**src/rtl/pdm_mic_rx.sv**
```systemverilog
// pdm_mic_rx: PDM mic clock gen, mono/stereo capture, boxcar decimation to PCM, output FIFO
module pdm_mic_rx #(
  parameter int CLK_DIV    = 50,
  parameter int DECIM      = 64,
  parameter int OUT_W      = 16,
  parameter int CHANNELS   = 1,
  parameter int FIFO_DEPTH = 4
) (
  input  logic             clk,
  input  logic             rst,
  input  logic             en,
  output logic             MIC_CLK,
  input  logic             MIC_DATA,
  output logic             MIC_LR_SEL,
  output logic [OUT_W-1:0] pcm_data,
  output logic             pcm_chan,
  output logic             pcm_valid,
  input  logic             pcm_ready,
  output logic             overflow,
  input  logic             clr_ovf
);
  localparam int LD = $clog2(DECIM);
  localparam int DW = $clog2(CLK_DIV);
  localparam int FA = $clog2(FIFO_DEPTH);
  localparam int SH = OUT_W - 1 - LD;
  localparam int EW = OUT_W + 1;

  logic          sync1_q, sync2_q;
  logic [DW-1:0] div_q, div_d;
  logic          mic_q, mic_d;
  logic          seen_q, seen_d;
  logic [LD:0]   ones_q [2];
  logic [LD:0]   ones_d [2];
  logic [LD:0]   fin [2];
  logic [LD-1:0] bit_q [2];
  logic [LD-1:0] bit_d [2];
  logic [1:0]    samp, close;
  logic          pend_q, pend_d;
  logic [EW-1:0] pend_e_q, pend_e_d;
  logic [EW-1:0] mem_q [FIFO_DEPTH];
  logic [EW-1:0] mem_d [FIFO_DEPTH];
  logic [FA-1:0] wr_q, wr_d, rd_q, rd_d;
  logic [FA:0]   cnt_q, cnt_d;
  logic          ovf_q, ovf_d;
  logic          tick, pop, full, push;

  // 2*ones - DECIM scaled to full scale; only ones == DECIM can exceed the positive range
  function automatic logic [OUT_W-1:0] conv(input logic [LD:0] o);
    logic [OUT_W-1:0] diff;
    diff = OUT_W'({o, 1'b0}) - OUT_W'(DECIM);
    return (o == (LD+1)'(DECIM)) ? {1'b0, {(OUT_W-1){1'b1}}} : diff << SH;
  endfunction

  assign tick    = en && (div_q == DW'(CLK_DIV - 1));
  assign samp[0] = tick && mic_q;
  assign samp[1] = tick && !mic_q && seen_q && (CHANNELS == 2);

  // Divider and MIC_CLK; right sampling arms only after the first left bit so left leads each pair
  always_comb begin
    div_d  = (!en || tick) ? '0 : div_q + DW'(1);
    mic_d  = en && (mic_q ^ tick);
    seen_d = en && (seen_q || samp[0]);
  end

  // Per-channel ones/bit counters; a closing window restarts both counters at the next bit
  always_comb begin
    for (int c = 0; c < 2; c++) begin
      fin[c]   = ones_q[c] + (LD+1)'(sync2_q);
      close[c] = samp[c] && (bit_q[c] == LD'(DECIM - 1));
      ones_d[c] = (!en || close[c]) ? '0 : samp[c] ? fin[c] : ones_q[c];
      bit_d[c]  = (!en || close[c]) ? '0 : samp[c] ? bit_q[c] + LD'(1) : bit_q[c];
    end
    pend_d   = |close;
    pend_e_d = close[1] ? {1'b1, conv(fin[1])} : close[0] ? {1'b0, conv(fin[0])} : pend_e_q;
  end

  assign pop  = (cnt_q != '0) && pcm_ready;
  assign full = cnt_q == (FA+1)'(FIFO_DEPTH);
  assign push = pend_q && (!full || pop);

  // FIFO pointers, storage and sticky overflow; a new drop outranks clr_ovf
  always_comb begin
    mem_d = mem_q;
    if (push) mem_d[wr_q] = pend_e_q;
    wr_d  = wr_q + FA'(push);
    rd_d  = rd_q + FA'(pop);
    cnt_d = cnt_q + (FA+1)'(push) - (FA+1)'(pop);
    ovf_d = (pend_q && full && !pop) || (ovf_q && !clr_ovf);
  end

  // All state registers with asynchronous active-low reset
  always_ff @(posedge clk or negedge rst) begin
    if (!rst) begin
      sync1_q  <= 1'b0;
      sync2_q  <= 1'b0;
      div_q    <= '0;
      mic_q    <= 1'b0;
      seen_q   <= 1'b0;
      ones_q   <= '{default: '0};
      bit_q    <= '{default: '0};
      pend_q   <= 1'b0;
      pend_e_q <= '0;
      mem_q    <= '{default: '0};
      wr_q     <= '0;
      rd_q     <= '0;
      cnt_q    <= '0;
      ovf_q    <= 1'b0;
    end else begin
      sync1_q  <= MIC_DATA;
      sync2_q  <= sync1_q;
      div_q    <= div_d;
      mic_q    <= mic_d;
      seen_q   <= seen_d;
      ones_q   <= ones_d;
      bit_q    <= bit_d;
      pend_q   <= pend_d;
      pend_e_q <= pend_e_d;
      mem_q    <= mem_d;
      wr_q     <= wr_d;
      rd_q     <= rd_d;
      cnt_q    <= cnt_d;
      ovf_q    <= ovf_d;
    end
  end

  assign MIC_CLK              = mic_q;
  assign MIC_LR_SEL           = 1'b0;
  assign {pcm_chan, pcm_data} = mem_q[rd_q];
  assign pcm_valid            = cnt_q != '0;
  assign overflow             = ovf_q;
endmodule

```
**config.mk**
```make
export PLATFORM = sky130hd
export DESIGN_NAME = pdm_mic_rx
export DESIGN_NICKNAME = d
export VERILOG_FILES = /design/src/rtl/pdm_mic_rx.sv
export SDC_FILE = /design/constraint.sdc
export NUM_CORES = 1
export LEC_CHECK = 0
export CAP_MARGIN = 40
export CORE_MARGIN = 10
export CORE_UTILIZATION = 40
export CTS_BUF_LIST = sky130_fd_sc_hd__clkbuf_2 sky130_fd_sc_hd__clkbuf_4 sky130_fd_sc_hd__clkbuf_8
export DETAILED_ROUTE_END_ITERATION = 8
export HOLD_SLACK_MARGIN = 0.12
export SLEW_MARGIN = 20
export SYNTH_ARGS = -nofsm -noshare
export SYNTH_HDL_FRONTEND = slang
export SYNTH_SLANG_ARGS = --single-unit
```
**constraint.sdc**
```tcl
create_clock -name clk -period 4.9 [get_ports clk]
set_input_delay 0.98 -clock clk [delete_from_list [all_inputs] [get_ports clk]]
set_output_delay 0.98 -clock clk [all_outputs]
set_load 0.01 [all_outputs]
```
# == After elaboration in Yosys (flattened, before gate mapping) ==
# Cells that the tools add are included.
# word_totals
word_cells,66
output_inout_bits,21
in_bits,6
ff_bits,115
# op_classes
muxes,12
bitwise,3
order_cmp,3
n_eq_ne,4
n_addsub,8
n_reduce_logical,20
# ops
cell,count
bitwise mux 68 bit,1
two-way mux 17 bit,3
binary-select mux 17 bit (select 2 bit),1
demux 17 bit (select 2 bit),1
two-way mux 6 bit,3
two-way mux 16 bit,1
two-way mux 7 bit,2
adder 6 x 1 -> 6 bit (second input constant),2
== test 6 bit (second input constant),2
logical AND 1 bit,10
adder 7 x 1 -> 7 bit,1
== test 7 bit (second input constant),1
subtractor 7 bit (second input constant),1
greater-or-equal comparator 3 bit (second input constant),2
NOT 2 -> 3 bit,2
adder 2 x 1 -> 2 bit,2
zero test 1 bit,4
logical OR 1 bit,4
adder 3 x 1 -> 3 bit,1
== test 3 bit (second input constant),1
< comparator 3 x 1 -> 1 bit (second input constant),1
nonzero test 3 bit,1
subtractor 3 x 1 -> 3 bit,1
nonzero test 2 bit,1
bitwise XOR 1 bit,1

# == Logic depth before layout (Yosys ltp) ==
# logic_depth
word_depth,6
ltp_mapped,11
mapped_depth_nobuf,10

# == Least setup slack after synthesis ==
# No wires, ideal clock.
# synth_timing
path_kind,input port to flip-flop
start,input port pcm_ready
end,register cnt_q[2]
setup_slack_ps,2196
arrival_time_ps,2582
stages,9
required_time_ps,4777
path_buffers,0
setup_time_ps,123
cell_sequence,nor4b_1 > nand2b_4 > ha_1 > inv_1 > ha_1 > inv_1 > fa_1 > xnor2_1 > xnor2_1
# synth_via
elab_chain_cells,5
# synth_lines
item,line_no,text
start: declaration,18,"input logic pcm_ready,"
logical AND 1 bit *,77,assign pop = (cnt_q != '0) && pcm_ready;
logical OR 1 bit,79,assign push = pend_q && (!full || pop);
logical AND 1 bit,79,
adder 3 x 1 -> 3 bit,87,cnt_d = cnt_q + (FA+1)'(push) - (FA+1)'(pop);
subtractor 3 x 1 -> 3 bit *,87,
named net cnt_d[2],43,"logic [FA:0] cnt_q, cnt_d;"
end signal: assignment,121,cnt_q <= cnt_d;
end: declaration,43,
# The timed path passes the listed nets; every way through them passes the cells marked *.
# A chain may end at the register's enable or synchronous reset.

# == Worst setup path in the final report ==
# layout_timing
start,register rd_q[0]
end,output port pcm_data[7]
# layout_via
elab_chain_cells,4
# layout_lines
item,line_no,text
start: declaration,42,"logic [FA-1:0] wr_q, wr_d, rd_q, rd_d;"
start signal: assignment,120,rd_q <= rd_d;
NOT 2 -> 3 bit (not written as such),128,"assign {pcm_chan, pcm_data} = mem_q[rd_q];"
binary-select mux 17 bit (select 2 bit),128,
two-way mux 17 bit (not written as such) (2 in a row),128,
end: declaration,15,"output logic [OUT_W-1:0] pcm_data,"
# Every way passes these cells. The select of a mux whose other input is x is not followed.

==> flow_metrics.py <==
metrics = {
    "route": {
        "vias": 1777,
        "drt_wl_total_um": 5170,
        "via_per_inst": 4.78,
        "drt_iter0_drc": 24,
        "dr.pass1.iters": 4,
        "ant_nets": 0,
        "wl_per_cell_um": 13.9,
        "drc_errors": 0,
    },
    "setup_path": {
        "slowest_delay_ns": 0.66,
        "cpLargestDelayFamily": "flip-flops",
        "arrival_ns": 2.18,
        "crit_path_max_fanout": 10,
        "cp.required_ns": 3.92,
        "path_buf_inv": 1,
        "crit_slowest_cell": "dfrtp_1",
        "start_kind": "flop",
        "critPathLaunch": "rd_q[0]",
        "crit_type": "flop to output pin",
        "cp-end-kind": "output pin",
        "r2r_start": "div_q[1]",
        "crit_chain": "mux4_2 > clkdlybuf4s50_1",
    },
    "clocking": {
        "cts_tree": "built",
        "clockRootBuffer": "clkbuf_8",
        "cts.path.max_buffers": 2,
        "post_cts_resize_count": 0,
        "cts_buffers": 9,
        "insertion_delay_ns": 0.33,
        "ctsHoldBuffers": 0,
        "clock_sink_count": 66,
        "ctsHtreeMaxLevel": 3,
        "cts_setup_buffers": 0,
        "path_clk_slew_ns": 0.07,
    },
    "placed_design": {
        "dp_hpwl_um": 3640,
        "io_buffers": 24,
        "post_dp_cell_area_um2": 3350,
        "place.gp.congestion": 0.748,
    },
    "timing": {
        "period_share_pct": 64.4,
        "setup_viol": 0,
        "rsz0062_at_grt": "false",
        "fin_setup_tns_ns": 0,
        "period_needed_ns": 3.16,
        "fmax_mhz": 317,
        "slew_headroom_pct": 52.0,
        "tightest_slew_ns": 0.720,
        "report.final.slew_viol_count": 0,
        "hold_viol": 0,
        "fin_worst_skew_ns": 0.00921,
    },
    "synth": {
        "syn_avg_cell_area_um2": 12.5,
        "synthFlopType": "dfrtp_1",
        "ys_ff_latch": 66,
        "ys_types": 37,
        "yosysWarnings": 0,
        "synth.yosys.seq_area_share_pct": 53.3,
        "async_flop_share_pct": 100,
        "synth_cells": 247,
        "synth_area_um2": 3100,
        "synth_edf_count": 0,
    },
    "grt": {
        "grt_pass1_wl_um": 8890,
        "antenna_found_initial": 0,
        "overflow": 0,
        "grt_max_degree": 36,
        "grt_pass1_vias": 1770,
        "track_usage_pct": 9.63,
    },
    "power_and_ir_drop": {
        "vdd_drop_max_uv": 175,
        "power_density_nw_per_um2": 314,
        "p_leak_nw": 1.76,
    },
    "floorplanning": {
        "initial_core_util_pct": 40.5,
        "rows": 32,
        "ios": 27,
        "die_y_um": 108,
        "die_w_um": 108,
        "die_area_um2": 11700,
        "core_um2": 7650,
    },
    "status": {
        "status": "completed",
    },
    "layout": {
        "final_common_cell": "dfrtp_1",
        "n_antenna_cell": 0,
        "layout-drive-gt1-share_pct": 23.0,
        "final_cell_mix": "66 x dfrtp_1, 33 x nor2_1, 28 x mux2_2, 23 x clkdlybuf4s50_1",
        "final_area_um2": 3600,
        "area_growth_pct": 16.4,
        "layout.nets": 282,
    },
    "run": {
        "maxCapViolCount": 0,
    },
    "worst_hold_path": {
        "hp-start": "sync1_q",
        "hold_path_class": "flop to flop",
    },
}
[cells in the mapped netlist, types with 4 or more instances]
| library cell | count | area share, % |
|---|---|---|
| xor2_1 | 12 | 3.4 |
| mux2_2 | 28 | 10 |
| buf_2 | 4 | 0.65 |
| nand2_1 | 12 | 1.5 |
| buf_4 | 11 | 2.7 |
| clkbuf_1 | 4 | 0.48 |
| mux4_2 | 7 | 5.1 |
| inv_1 | 7 | 0.85 |
| dfrtp_1 | 66 | 53 |
| nor2_1 | 33 | 4.0 |
| nand3_1 | 5 | 0.81 |
| xnor2_1 | 11 | 3.1 |
| ha_1 | 10 | 4.0 |
| nand4_1 | 4 | 0.81 |
[layout make-up]
cell class	count	area, µm²
flip-flops and latches	66	1650
multi-input cells	154	1300
clock buffers	10	138
fillers	688	4040
clock inverters	6	113
inverters	9	33.8
repair buffers	25	243
well taps	102	128
[metal layers]
layer  vias up  part of all wire (%)  track usage, %
li1        864                     -               -
met1       880                    45            11.9
met2        29                    49            14.9
met3         4                   6.4            4.22
met4         0                  0.54            2.86
met5         -                     0               0
[sequential cells by signal, indices dropped and copies added (netlist names)]
name	flops
sync2_q	1
sync1_q	1
mem_q	28
bit_q	6
MIC_CLK	1
overflow	1
pend_e_q	7
ones_q	7
rd_q	2
cnt_q	3
div_q	6
pend_q	1
wr_q	2
[worst paths after layout]
kind / to / slack (ns) / cells past startpoint
worst max-delay path: pcm_data[7] / 1.74 / 2
max in group asynchronous: mem_q[15] / 3.30 / 2
worst min-delay path: sync2_q / 0.35 / 0
min in group asynchronous: cnt_q[2] / 0.69 / 1
worst min register to register: sync2_q / 0.35 / 0
worst max register to register: ones_q[13] / 2.46 / 9
[power breakdown]
group	switching [mW]	internal, mW	total (mW)
Combinational	0.0168	0.00641	0.0232
Sequential	0.00212	0.547	0.549
Clock	0.207	0.354	0.560
Total	0.225	0.907	1.13
[kinds of logic (layout without fill, tap and decap cells)]
| family | count (synthesis) | after routing | synth area share [%] |
|---|---|---|---|
| AND/OR/NAND/NOR | 70 | 70 | 12.0 |
| flip-flops | 66 | 66 | 53.3 |
| multiplexers | 38 | 38 | 16.2 |
| buffers and inverters | 28 | 50 | 4.89 |
| XOR/XNOR | 23 | 23 | 6.50 |
| adder cells (fa/ha/maj) | 11 | 11 | 4.69 |
| AO/OA/AOI/OAI | 10 | 10 | 2.26 |
| other | 1 | 2 | 0.121 |
[worst register-to-register path, cell delays in order (launching register included)]
cell and delay (ns):
dfrtp_1 0.39, inv_1 0.06, ha_1 0.13, nand4_1 0.14, nor2_1 0.12, ha_1 0.44, nand4_1 0.20, or2_2 0.41
nand2_1 0.32, nor2_1 0.10
[through the flow]
stage / instances / setup WS (ns) / utilization (%) / power, mW / hold WS (ns)
2_1_floorplan: 248 / 2.20 / - / 0.568 / 0.331
3_3_place_gp: 356 / 1.63 / 43.8 / 0.584 / 0.337
3_5_place_dp: 356 / 1.59 / 43.8 / 0.584 / 0.340
4_1_cts: 372 / 1.67 / 47.1 / 1.16 / 0.358
5_1_grt: 372 / 1.60 / 47.1 / 1.18 / 0.366
6_report: 372 / 1.74 / 47.1 / 1.13 / 0.353
(Power assumes the default switching activity.)
